==> config.mk <==
export PLATFORM = sky130hd
export DESIGN_NAME = lift_input_conditioner
export DESIGN_NICKNAME = d
export VERILOG_FILES = /design/src/rtl/lift_pkg.sv /design/src/rtl/lift_debounce_bit.sv /design/src/rtl/lift_input_conditioner.sv
export SDC_FILE = /design/constraint.sdc
export NUM_CORES = 1
export LEC_CHECK = 0
export CORE_ASPECT_RATIO = 1.2
export CORE_MARGIN = 8
export CORE_UTILIZATION = 45
export CTS_CLUSTER_SIZE = 10
export DETAILED_ROUTE_END_ITERATION = 7
export DONT_BUFFER_PORTS = 1
export PLACE_DENSITY = 0.71
export SETUP_SLACK_MARGIN = 0.1
export SYNTH_ARGS = -nofsm -noshare
export SYNTH_HDL_FRONTEND = slang
export SYNTH_SLANG_ARGS = --single-unit
==> constraint.sdc <==
create_clock -name clk -period 5 [get_ports clk]
set_input_delay 1.5 -clock clk [delete_from_list [all_inputs] [get_ports clk]]
set_output_delay 1.5 -clock clk [all_outputs]
set_load 0.05 [all_outputs]
==> src/rtl/lift_pkg.sv <==
// +--------------------------------------------------------------------+
// | lift_pkg: shared lift controller constants (line indices, defaults) |
// | Rev 1.0                                                            |
// +--------------------------------------------------------------------+
`default_nettype none

package lift_pkg;

  localparam int N_IN         = 14;
  localparam int DEBOUNCE_DEF = 4;
  localparam logic [N_IN-1:0] STICKY_MASK_DEF = 14'h0600;

  localparam int X1_IDX  = 0;
  localparam int X2_IDX  = 1;
  localparam int X3_IDX  = 2;
  localparam int X4_IDX  = 3;
  localparam int X5_IDX  = 4;
  localparam int X6_IDX  = 5;
  localparam int X7_IDX  = 6;
  localparam int X8_IDX  = 7;
  localparam int X9_IDX  = 8;
  localparam int X10_IDX = 9;
  localparam int X11_IDX = 10;
  localparam int X12_IDX = 11;
  localparam int X13_IDX = 12;
  localparam int X14_IDX = 13;

  typedef logic [N_IN-1:0] lift_vec_t;

  // Debounce counter width: must hold 0..DEBOUNCE.
  function automatic int cnt_width(input int db);
    return $clog2(db + 1);
  endfunction

endpackage

`default_nettype wire

==> src/rtl/lift_debounce_bit.sv <==
// +--------------------------------------------------------------------+
// | lift_debounce_bit: 2-flop sync plus counter debounce for one line    |
// | Rev 1.0                                                            |
// +--------------------------------------------------------------------+
`default_nettype none

module lift_debounce_bit
  import lift_pkg::*;
#(
  parameter int DEBOUNCE = DEBOUNCE_DEF
) (
  input  logic clk,
  input  logic rst,
  input  logic i_raw,
  output logic o_d,
  output logic o_rise
);

  localparam int CW = cnt_width(DEBOUNCE);
  localparam logic [CW-1:0] CNT_LAST = CW'(DEBOUNCE - 1);

  logic          r_meta;
  logic          r_sync;
  logic          r_d;
  logic [CW-1:0] r_cnt;

  logic w_diff;
  logic w_accept;

  assign w_diff   = (r_sync != r_d);
  assign w_accept = w_diff && (r_cnt == CNT_LAST);

  always_ff @(posedge clk or posedge rst) begin
    if (rst) begin
      r_meta <= 1'b0;
      r_sync <= 1'b0;
      r_d    <= 1'b0;
      r_cnt  <= '0;
    end else begin
      r_meta <= i_raw;
      r_sync <= r_meta;
      if (!w_diff) begin
        r_cnt <= '0;
      end else if (w_accept) begin
        r_d   <= r_sync;
        r_cnt <= '0;
      end else begin
        r_cnt <= r_cnt + 1'b1;
      end
    end
  end

  assign o_d = r_d;
  // Asserted during the cycle whose closing edge moves d from 0 to 1.
  assign o_rise = w_accept & r_sync;

endmodule

`default_nettype wire

==> src/rtl/lift_input_conditioner.sv <==
// +--------------------------------------------------------------------+
// | lift_input_conditioner: per-line debounce, sticky call latches,     |
// | change strobe and pending flag for the lift controller. Rev 1.0     |
// +--------------------------------------------------------------------+
`default_nettype none

module lift_input_conditioner #(
  parameter int              N_IN        = lift_pkg::N_IN,
  parameter int              DEBOUNCE    = lift_pkg::DEBOUNCE_DEF,
  parameter logic [N_IN-1:0] STICKY_MASK = lift_pkg::STICKY_MASK_DEF
) (
  input  logic            clk,
  input  logic            rst,
  input  logic [N_IN-1:0] raw_in,
  input  logic [N_IN-1:0] clr,
  output logic [N_IN-1:0] x,
  output logic            chg,
  output logic            pend
);

  logic [N_IN-1:0] w_d;
  logic [N_IN-1:0] w_rise;
  logic [N_IN-1:0] w_x;
  logic [N_IN-1:0] r_sticky;
  logic [N_IN-1:0] r_x_prev;
  logic            r_chg;
  logic            r_pend;

  for (genvar gi = 0; gi < N_IN; gi++) begin : g_line
    lift_debounce_bit #(
      .DEBOUNCE (DEBOUNCE)
    ) u_db (
      .clk    (clk),
      .rst    (rst),
      .i_raw  (raw_in[gi]),
      .o_d    (w_d[gi]),
      .o_rise (w_rise[gi])
    );
  end

  // Latches run on every line; only sticky lines route them to x.
  always_ff @(posedge clk or posedge rst) begin
    if (rst) begin
      r_sticky <= '0;
    end else begin
      r_sticky <= w_rise | (r_sticky & ~clr);
    end
  end

  assign w_x = (r_sticky & STICKY_MASK) | (w_d & ~STICKY_MASK);

  always_ff @(posedge clk or posedge rst) begin
    if (rst) begin
      r_x_prev <= '0;
      r_chg    <= 1'b0;
      r_pend   <= 1'b0;
    end else begin
      r_x_prev <= w_x;
      r_chg    <= |(w_x ^ r_x_prev);
      r_pend   <= |(w_x & STICKY_MASK);
    end
  end

  assign x    = w_x;
  assign chg  = r_chg;
  assign pend = r_pend;

endmodule

`default_nettype wire

==> results of run 1 <==
==> per-layer routing <==
layer  up-vias  share of wire
met1       810           0.46
met3        11          0.057
met2        31           0.46
met5         -              0
met4         0          0.022
li1        785              -
==> registers in the layout (all words and copies together) (netlist names) <==
signal and cells:
g_line.u_db.r_meta 14, g_line.u_db.o_d 14, pend 1, g_line.u_db.r_sync 14
r_sticky 2, chg 1, g_line.u_db.r_cnt 42, r_x_prev 14
==> cell usage in the layout, fill, tap and decap left out <==
cell type and instances:
clkbuf_8 10, nand4_1 1, mux2_1 14, nand2_1 1
ha_1 14, inv_1 2, clkinvlp_4 2, nor3b_1 20
nand3b_1 2, clkinv_4 1, xnor2_1 14, bufinv_16 2
o21ai_0 2, nor2b_2 1, inv_4 1, nor4_1 3
nor3_1 14, nor2_1 1, dfrtp_1 102, buf_4 1
nor2b_1 21, xor2_1 14
==> final timing paths <==
path                                        from                       to  slack [ns]  cells past startpoint
max                           g_line[7].u_db.o_d                     x[7]        2.40                      0
min                        g_line[4].u_db.r_meta    g_line[4].u_db.r_sync        0.35                      0
max reg2reg                   g_line[4].u_db.o_d                      chg        3.40                      3
min reg2reg                g_line[4].u_db.r_meta    g_line[4].u_db.r_sync        0.35                      0
max in group asynchronous                    rst  g_line[9].u_db.r_cnt[0]        2.91                      2
min in group asynchronous                    rst    g_line[9].u_db.r_meta        1.22                      1
==> stage by stage <==
| step | instance area (µm²) | hold slack, ns | utilization |
|---|---|---|---|
| finish | 3910 | 0.353 | 0.488 |
| global placement | 3690 | 0.333 | 0.460 |
| global route | 3910 | 0.357 | 0.488 |
| floorplan | 3650 | 0.331 | - |
| detailed placement | 3690 | 0.336 | 0.460 |
| CTS | 3910 | 0.355 | 0.488 |
==> kinds of logic (layout without fill, tap and decap cells) <==
logic type	after synthesis	in the layout	share of synthesized area
compound gates	2	2	0.00274
xor+xnor	28	28	0.0672
fa+ha+maj	14	14	0.0480
buf+inv	15	19	0.0278
flops	102	102	0.699
mux	14	14	0.0432
simple gates	64	64	0.112
==> final cells by class <==
cell class	instances	area (µm²)
fill	682	4110
sequential	102	2550
multi-input combinational	122	996
clock buffer	10	138
tap	95	119
clock inverter	5	83.8
inverter	3	13.8
timing repair buffer	1	7.51
==> power groups by stage <==
stage,Sequential [mW],Clock [mW],Combinational (mW)
floorplan,1.19,0,0.602
global placement,1.41,0,0.406
detailed placement,1.42,0,0.425
CTS,1.40,0.574,0.432
global route,1.43,0.601,0.486
finish,1.39,0.550,0.415
==> flow_metrics.env, run 1 <==
export IMPL_status="completed"
export IMPL_place_ws_ns=2.43
export IMPL_use_met1=0.110
export IMPL_synth_top_area_cell="dfrtp_1"
export IMPL_hold_path_class="flop to flop"
export IMPL_h_tree_depth=3
export IMPL_post_cts_resized=0
export IMPL_grt_max_degree=79
export IMPL_fin_crit_ns=2.60
export IMPL_io_pins=46
export IMPL_fin_tns_setup_ns=0
export IMPL_met2_usage=0.144
export IMPL_worstPathRequired_ns=3.50
export IMPL_grt_pass1_wl_mm=8.24
export IMPL_vias=1637
export IMPL_initial_core_util=0.455
export IMPL_chipWidth_um=98.2
export IMPL_synth_top_cell_area_share=0.699
export IMPL_powerDensity_nw_per_um2=603
export IMPL_gp_congestion=0.687
export IMPL_switchingPower_mw=0.808
export IMPL_port_buffers=0
export IMPL_n_antenna_cell=0
export IMPL_placed_cells=323
export IMPL_synth_cell_types=17
export IMPL_wirelength_mm=4.62
export IMPL_ys_seq_elements=102
export IMPL_pwr_share_clk=0.234
export IMPL_critPathLaunchType="flop"
export IMPL_worstPathArrival_ns=1.10
export IMPL_max_freq_mhz=385
export IMPL_max_cap_viol_count=0
export IMPL_root_buffer="clkbuf_8"
export IMPL_grt_util_met3=0.0426
export IMPL_avgSynthCellArea_um2=15.3
export IMPL_power_leakage_nw=1.82
export IMPL_yosysMostFrequentCell="dfrtp_1"
export IMPL_seq_power_share=0.591
export IMPL_combPwrFrac=0.176
export IMPL_slew_viol_final=0
export IMPL_num_rows=36
export IMPL_synth_seq_area_share=0.699
export IMPL_hold_buffers=0
export IMPL_ant_nets=0
export IMPL_die_area_um2=11300
export IMPL_final_instance_count_excl_fill=338
export IMPL_cts_made_buffers=9
export IMPL_clk_latency_ns=0.35
export IMPL_setup_slack_ns=2.40
export IMPL_cts_buffer_depth=2
export IMPL_drtIter0Drc=98
export IMPL_wl_per_cell_um=13.7
export IMPL_slew_headroom=0.394
export IMPL_cp_max_fo=5
export IMPL_post_cts_setup_buffers=0
export IMPL_drc=0
export IMPL_syn_inst=239
export IMPL_synthToLayoutAreaGrowth_pct=7.13
export IMPL_setup_viol=0
export IMPL_ir_drop_uv=310
export IMPL_cts_tree="yes"
export IMPL_async_reset_ff_frac=1.00
export IMPL_antenna_found_initial=0
export IMPL_synth_edff_count=0
export IMPL_synthTopCellsByCount="dfrtp_1, nor2b_1, nor3b_1"
export IMPL_swShare=0.343
export IMPL_coreArea_um2=8020
export IMPL_clk_pin_slew_ns=0.09
export IMPL_grt_pass1_vias=1775
export IMPL_syn_nets=283
export IMPL_track_usage=0.0946
export IMPL_end_kind="output port"
export IMPL_ys_flop_type="dfrtp_1"
export IMPL_tightest_slew_ns=0.910
export IMPL_p_int_mw=1.55
export IMPL_crit_type="flop to output port"
export IMPL_layout_nets=283
export IMPL_dpl_hpwl_mm=3.27
export IMPL_cts_num_sinks=102
export IMPL_dr_pass1_iters=3
export IMPL_fin_worst_skew_ns=0.00870
export IMPL_min_period_over_period=0.520
export IMPL_synth_area_top_cells="dfrtp_1, ha_1, mux2_1, nor3b_1, nor2b_1"
export IMPL_rsz0062_at_grt="false"
export IMPL_ys_warn_count=0
export IMPL_drive_gt1_frac=0.0741
export IMPL_vias_per_cell=4.84
export IMPL_finalPower_mw=2.36
export IMPL_finalHoldViolations=0
export IMPL_overflow=0
export IMPL_syn_area_um2=3650
export IMPL_die_height_um=115
export IMPL_top_usage_layer="met2"
Power figures use the tool's default switching activity.
==> inputs of run 2 (changes only) <==
==> constraint.sdc (replaced) <==
create_clock -name clk -period 2.5 [get_ports clk]
set_input_delay 0.75 -clock clk [delete_from_list [all_inputs] [get_ports clk]]
set_output_delay 0.75 -clock clk [all_outputs]
set_load 0.05 [all_outputs]
==> run 2 against run 1 <==
Compared with the run above:
- clock skew fell by 0.00078 ns
- sequential share of layout area about the same
- hold slack worse by 0.0012 ns
- largest cell class unchanged
==> flow_metrics.env, run 2 (synthesized netlist as in run 1, its figures left out) <==
export IMPL_power_leakage_nw=1.82
export IMPL_h_tree_depth=3
export IMPL_drc=0
export IMPL_die_height_um=115
export IMPL_io_pins=46
export IMPL_critPathLaunchType="flop"
export IMPL_n_antenna_cell=0
export IMPL_num_rows=36
export IMPL_ant_nets=0
export IMPL_seq_power_share=0.604
export IMPL_regMostFlops="g_line.u_db.r_cnt"
export IMPL_slew_viol_final=0
export IMPL_grt_max_degree=37
export IMPL_rsz0062_at_grt="false"
export IMPL_powerDensity_nw_per_um2=1180
export IMPL_cts_made_buffers=9
export IMPL_antenna_found_initial=1
export IMPL_chipWidth_um=98.2
export IMPL_end_kind="output port"
export IMPL_min_period_over_period=0.737
export IMPL_track_usage=0.101
export IMPL_grt_pass1_wl_mm=8.71
export IMPL_switchingPower_mw=1.61
export IMPL_slew_headroom=0.520
export IMPL_worstPathRequired_ns=1.75
export IMPL_combPwrFrac=0.181
export IMPL_gp_congestion=0.691
export IMPL_coreArea_um2=8020
export IMPL_cts_buffer_depth=2
export IMPL_p_int_mw=3.00
export IMPL_dr_pass1_iters=4
export IMPL_grt_pass1_vias=1887
export IMPL_status="completed"
export IMPL_clk_pin_slew_ns=0.09
export IMPL_wl_per_cell_um=13.9
export IMPL_wirelength_mm=4.72
export IMPL_crit_type="flop to output port"
export IMPL_cts_num_sinks=102
export IMPL_tightest_slew_ns=0.719
export IMPL_fin_tns_setup_ns=0
export IMPL_worstPathArrival_ns=1.09
export IMPL_ir_drop_uv=516
export IMPL_rrSetupSlack_ns=0.93
export IMPL_cts_tree="yes"
export IMPL_drive_gt1_frac=0.0738
export IMPL_hold_path_class="flop to flop"
export IMPL_dpl_hpwl_mm=3.34
export IMPL_overflow=0
export IMPL_drtIter0Drc=45
export IMPL_final_cell_mix="dfrtp_1, nor2b_1, nor3b_1"
export IMPL_clk_latency_ns=0.35
export IMPL_layout_commonest_cell="dfrtp_1"
export IMPL_swShare=0.349
export IMPL_finalHoldViolations=0
export IMPL_max_freq_mhz=543
export IMPL_post_cts_setup_buffers=0
export IMPL_root_buffer="clkbuf_8"
export IMPL_fin_worst_skew_ns=0.00792
export IMPL_fin_crit_ns=1.84
export IMPL_vias_per_cell=4.92
export IMPL_setup_viol=0
export IMPL_pwr_share_clk=0.215
export IMPL_hold_buffers=0
export IMPL_port_buffers=0
export IMPL_synthToLayoutAreaGrowth_pct=7.16
export IMPL_layout_nets=284
export IMPL_initial_core_util=0.455
export IMPL_vias=1667
export IMPL_die_area_um2=11300
export IMPL_post_cts_resized=0
export IMPL_cp_max_fo=5
export IMPL_final_util=0.488
export IMPL_largest_reg_flops=42
export IMPL_max_cap_viol_count=0
[run 2: through the flow]
step / total power, mW / std cells / hold WS (ns) / instance area (µm²) / setup slack (ns)
6_report: 4.61 / 339 / 0.352 / 3910 / 0.659
5_1_grt: 4.95 / 339 / 0.357 / 3910 / 0.581
3_5_place_dp: 3.69 / 324 / 0.335 / 3720 / 0.873
3_3_place_gp: 3.63 / 324 / 0.332 / 3720 / 0.872
4_1_cts: 4.70 / 339 / 0.356 / 3910 / 0.613
2_1_floorplan: 3.59 / 239 / 0.331 / 3650 / 0.532
[run 2: worst reg2reg max path, stage by stage (launching register included)]
cell     delay, ns
dfrtp_1       0.72
xor2_1        0.15
nor4_1        0.44
nand4_1       0.13
[run 2: cell type report]
cell class | instances | area (µm²)
multi-input combinational | 122 | 996
clock inverter | 4 | 47.5
fill | 705 | 4110
sequential | 102 | 2550
timing repair buffer | 2 | 40.0
clock buffer | 11 | 141
inverter | 3 | 15.0
tap | 95 | 119
[run 2: power by group through the flow]
stage | Clock (mW) | Combinational (mW) | Sequential (mW)
after floorplan | 0 | 1.20 | 2.39
after global placement | 0 | 0.820 | 2.81
after detailed placement | 0 | 0.854 | 2.83
after CTS | 1.04 | 0.863 | 2.80
after global routing | 1.11 | 0.993 | 2.85
final | 0.990 | 0.835 | 2.78
[run 2: path summary, 6_finish.rpt]
kind / to / cells past startpoint / startpoint
worst max-delay path: x[3] / 0 / g_line[3].u_db.o_d
min in group asynchronous: pend / 1 / rst
worst min-delay path: g_line[1].u_db.r_sync / 0 / g_line[1].u_db.r_meta
worst max register to register: chg / 3 / g_line[4].u_db.o_d
max in group asynchronous: g_line[0].u_db.r_cnt[2] / 2 / rst
worst min register to register: g_line[1].u_db.r_sync / 0 / g_line[1].u_db.r_meta
[run 2: per-layer routing]
layer,up-vias,share of wire,global-route usage
met5,-,0.0034,0
met4,2,0.029,0.0708
met3,13,0.054,0.0420
met2,30,0.44,0.148
met1,833,0.47,0.119
li1,789,-,-
==> inputs of run 3 (changes only) <==
--- a/config.mk
+++ b/config.mk
@@ -11,7 +11,7 @@
 export CTS_CLUSTER_SIZE = 10
 export DETAILED_ROUTE_END_ITERATION = 7
 export DONT_BUFFER_PORTS = 1
-export PLACE_DENSITY = 0.71
+export PLACE_DENSITY = 0.73
 export SETUP_SLACK_MARGIN = 0.1
 export SYNTH_ARGS = -nofsm -noshare
 export SYNTH_HDL_FRONTEND = slang
==> constraint.sdc (replaced) <==
create_clock -name clk -period 1.61 [get_ports clk]
set_input_delay 0.483 -clock clk [delete_from_list [all_inputs] [get_ports clk]]
set_output_delay 0.483 -clock clk [all_outputs]
set_load 0.05 [all_outputs]
==> run 3 against run 2 <==
Compared with the run above:
- clock skew rose by 0.00051 ns
- via count up 2.7%
- power increased by 64%
- design area is 2.6% higher
- non-clock buffer count up 13
- first-iteration DRC count is 31% lower
- final cell count rose by 3.8%
- register-to-register slack got worse by 0.56 ns
- flip-flop and latch count stayed put
- critical endpoint is now pend
- largest cell class unchanged
- largest power group unchanged
==> flow_metrics.env, run 3 (synthesized netlist as in run 1, its figures left out) <==
export IMPL_die_height_um=115
export IMPL_cts_num_sinks=102
export IMPL_worstPathRequired_ns=1.13
export IMPL_grt_pass1_vias=1882
export IMPL_setup_viol=0
export IMPL_overflow=0
export IMPL_clk_pin_slew_ns=0.08
export IMPL_grt_util_met3=0.0328
export IMPL_drive_gt1_frac=0.125
export IMPL_largest_reg_flops=42
export IMPL_grt_max_degree=103
export IMPL_vias=1712
export IMPL_final_cell_mix="dfrtp_1, nor2b_1, nor3b_1"
export IMPL_clk_latency_ns=0.35
export IMPL_fin_tns_setup_ns=0
export IMPL_end_kind="output port"
export IMPL_root_buffer="clkbuf_8"
export IMPL_io_pins=46
export IMPL_slew_viol_final=0
export IMPL_worstPathArrival_ns=0.98
export IMPL_coreArea_um2=8020
export IMPL_slew_headroom=0.663
export IMPL_regMostFlops="g_line.u_db.r_cnt"
export IMPL_powerDensity_nw_per_um2=1880
export IMPL_cts_made_buffers=9
export IMPL_cts_tree="yes"
export IMPL_ir_drop_uv=918
export IMPL_cts_buffer_depth=2
export IMPL_dr_pass1_iters=2
export IMPL_fin_worst_skew_ns=0.00843
export IMPL_hold_buffers=0
export IMPL_r2r_end="g_line[10].u_db.o_d"
export IMPL_crit_start="pend"
export IMPL_n_antenna_cell=0
export IMPL_reg2regPathDepth=3
export IMPL_layout_commonest_cell="dfrtp_1"
export IMPL_max_cap_viol_count=0
export IMPL_reg2reg_from="g_line[10].u_db.r_cnt[0]"
export IMPL_rrSetupSlack_ns=0.37
export IMPL_grt_pass1_wl_mm=8.71
export IMPL_cp_max_fo=1
export IMPL_holdWs_ns=0.147
export IMPL_top_usage_layer="met2"
export IMPL_h_tree_depth=3
export IMPL_dpl_hpwl_mm=3.38
export IMPL_min_period_over_period=0.909
export IMPL_tightest_slew_ns=0.506
export IMPL_wirelength_mm=4.86
export IMPL_use_met1=0.118
export IMPL_vias_per_cell=4.86
export IMPL_drc=0
export IMPL_ant_nets=0
export IMPL_crit_type="flop to output port"
export IMPL_track_usage=0.102
export IMPL_status="completed"
export IMPL_antenna_found_initial=0
export IMPL_die_area_um2=11300
export IMPL_fin_crit_ns=1.46
export IMPL_port_buffers=0
export IMPL_hold_path_class="input pin to async pin"
export IMPL_met2_usage=0.157
export IMPL_finalHoldViolations=0
export IMPL_critPathLaunchType="flop"
export IMPL_chipWidth_um=98.2
export IMPL_layout_nets=297
export IMPL_gp_congestion=0.689
export IMPL_wl_per_cell_um=13.8
export IMPL_power_leakage_nw=1.88
export IMPL_synthToLayoutAreaGrowth_pct=9.98
export IMPL_rsz0062_at_grt="false"
export IMPL_max_freq_mhz=683
export IMPL_num_rows=36
export IMPL_drtIter0Drc=31
export IMPL_initial_core_util=0.455
==> run 3: changes by cell type in the layout (fill, tap and decap cells not counted), sizes merged <==
cell    previous run  this run
buf                2        15
bufinv             1         2
clkinv             2         1
==> run 3: cell type report <==
type / instances / area (µm²)
Clock buffer: 11 / 131
Timing Repair Buffer: 15 / 125
Fill cell: 687 / 4000
Multi-Input combinational cell: 122 / 996
Tap cell: 95 / 119
Clock inverter: 4 / 72.6
Sequential cell: 102 / 2550
Inverter: 3 / 15.0
==> run 3: layer usage <==
layer  vias up  wire length (µm)
li1        813                 -
met1       857              2200
met2        29              2330
met3        13               186
met4         0               146
met5         -                 0
==> run 3: how the worst max path moves through the flow <==
| stage | endpoint | slack [ns] | cells after the start |
|---|---|---|---|
| 2_1_floorplan | chg | -0.09 | 1 |
| 3_3_place_gp | chg | 0.33 | 3 |
| 3_5_place_dp | chg | 0.30 | 3 |
| 4_1_cts | chg | 0.10 | 0 |
| 5_1_grt | x[12] | 0.10 | 1 |
| 6_report | pend | 0.15 | 0 |
==> run 3: metrics by stage <==
step / worst slack, ns / std cells / power [mW] / utilization / area (µm²)
after floorplan: -0.0906 / 239 / 5.58 / - / 3650
after global placement: 0.332 / 336 / 5.86 / 0.474 / 3800
after detailed placement: 0.296 / 336 / 5.98 / 0.474 / 3800
after CTS: 0.105 / 352 / 7.68 / 0.500 / 4010
after global routing: 0.103 / 352 / 8.09 / 0.501 / 4010
final: 0.146 / 352 / 7.54 / 0.501 / 4010
==> run 3: worst register-to-register path: stages (launching register included) <==
cell and delay, ns:
dfrtp_1 0.36, ha_1 0.17, nor2b_1 0.25, mux2_1 0.35
==> run 3: report_power, final <==
part           switching (mW)  total (mW)  leakage (nW)  internal, mW
sequential              0.420        3.65          1.27          3.23
clock                   0.781        1.65        0.0994         0.866
combinational            1.35        2.24         0.510         0.896
==> run 3: timing repair <==
| item | 4_1_cts | 5_1_grt |
|---|---|---|
| cloned | 0 | 0 |
| endpoints found under the setup margin | 2 | 1 |
| resized for setup | 1 | 1 |
| pin swaps | 0 | 0 |
| buffers inserted | 1 | 0 |
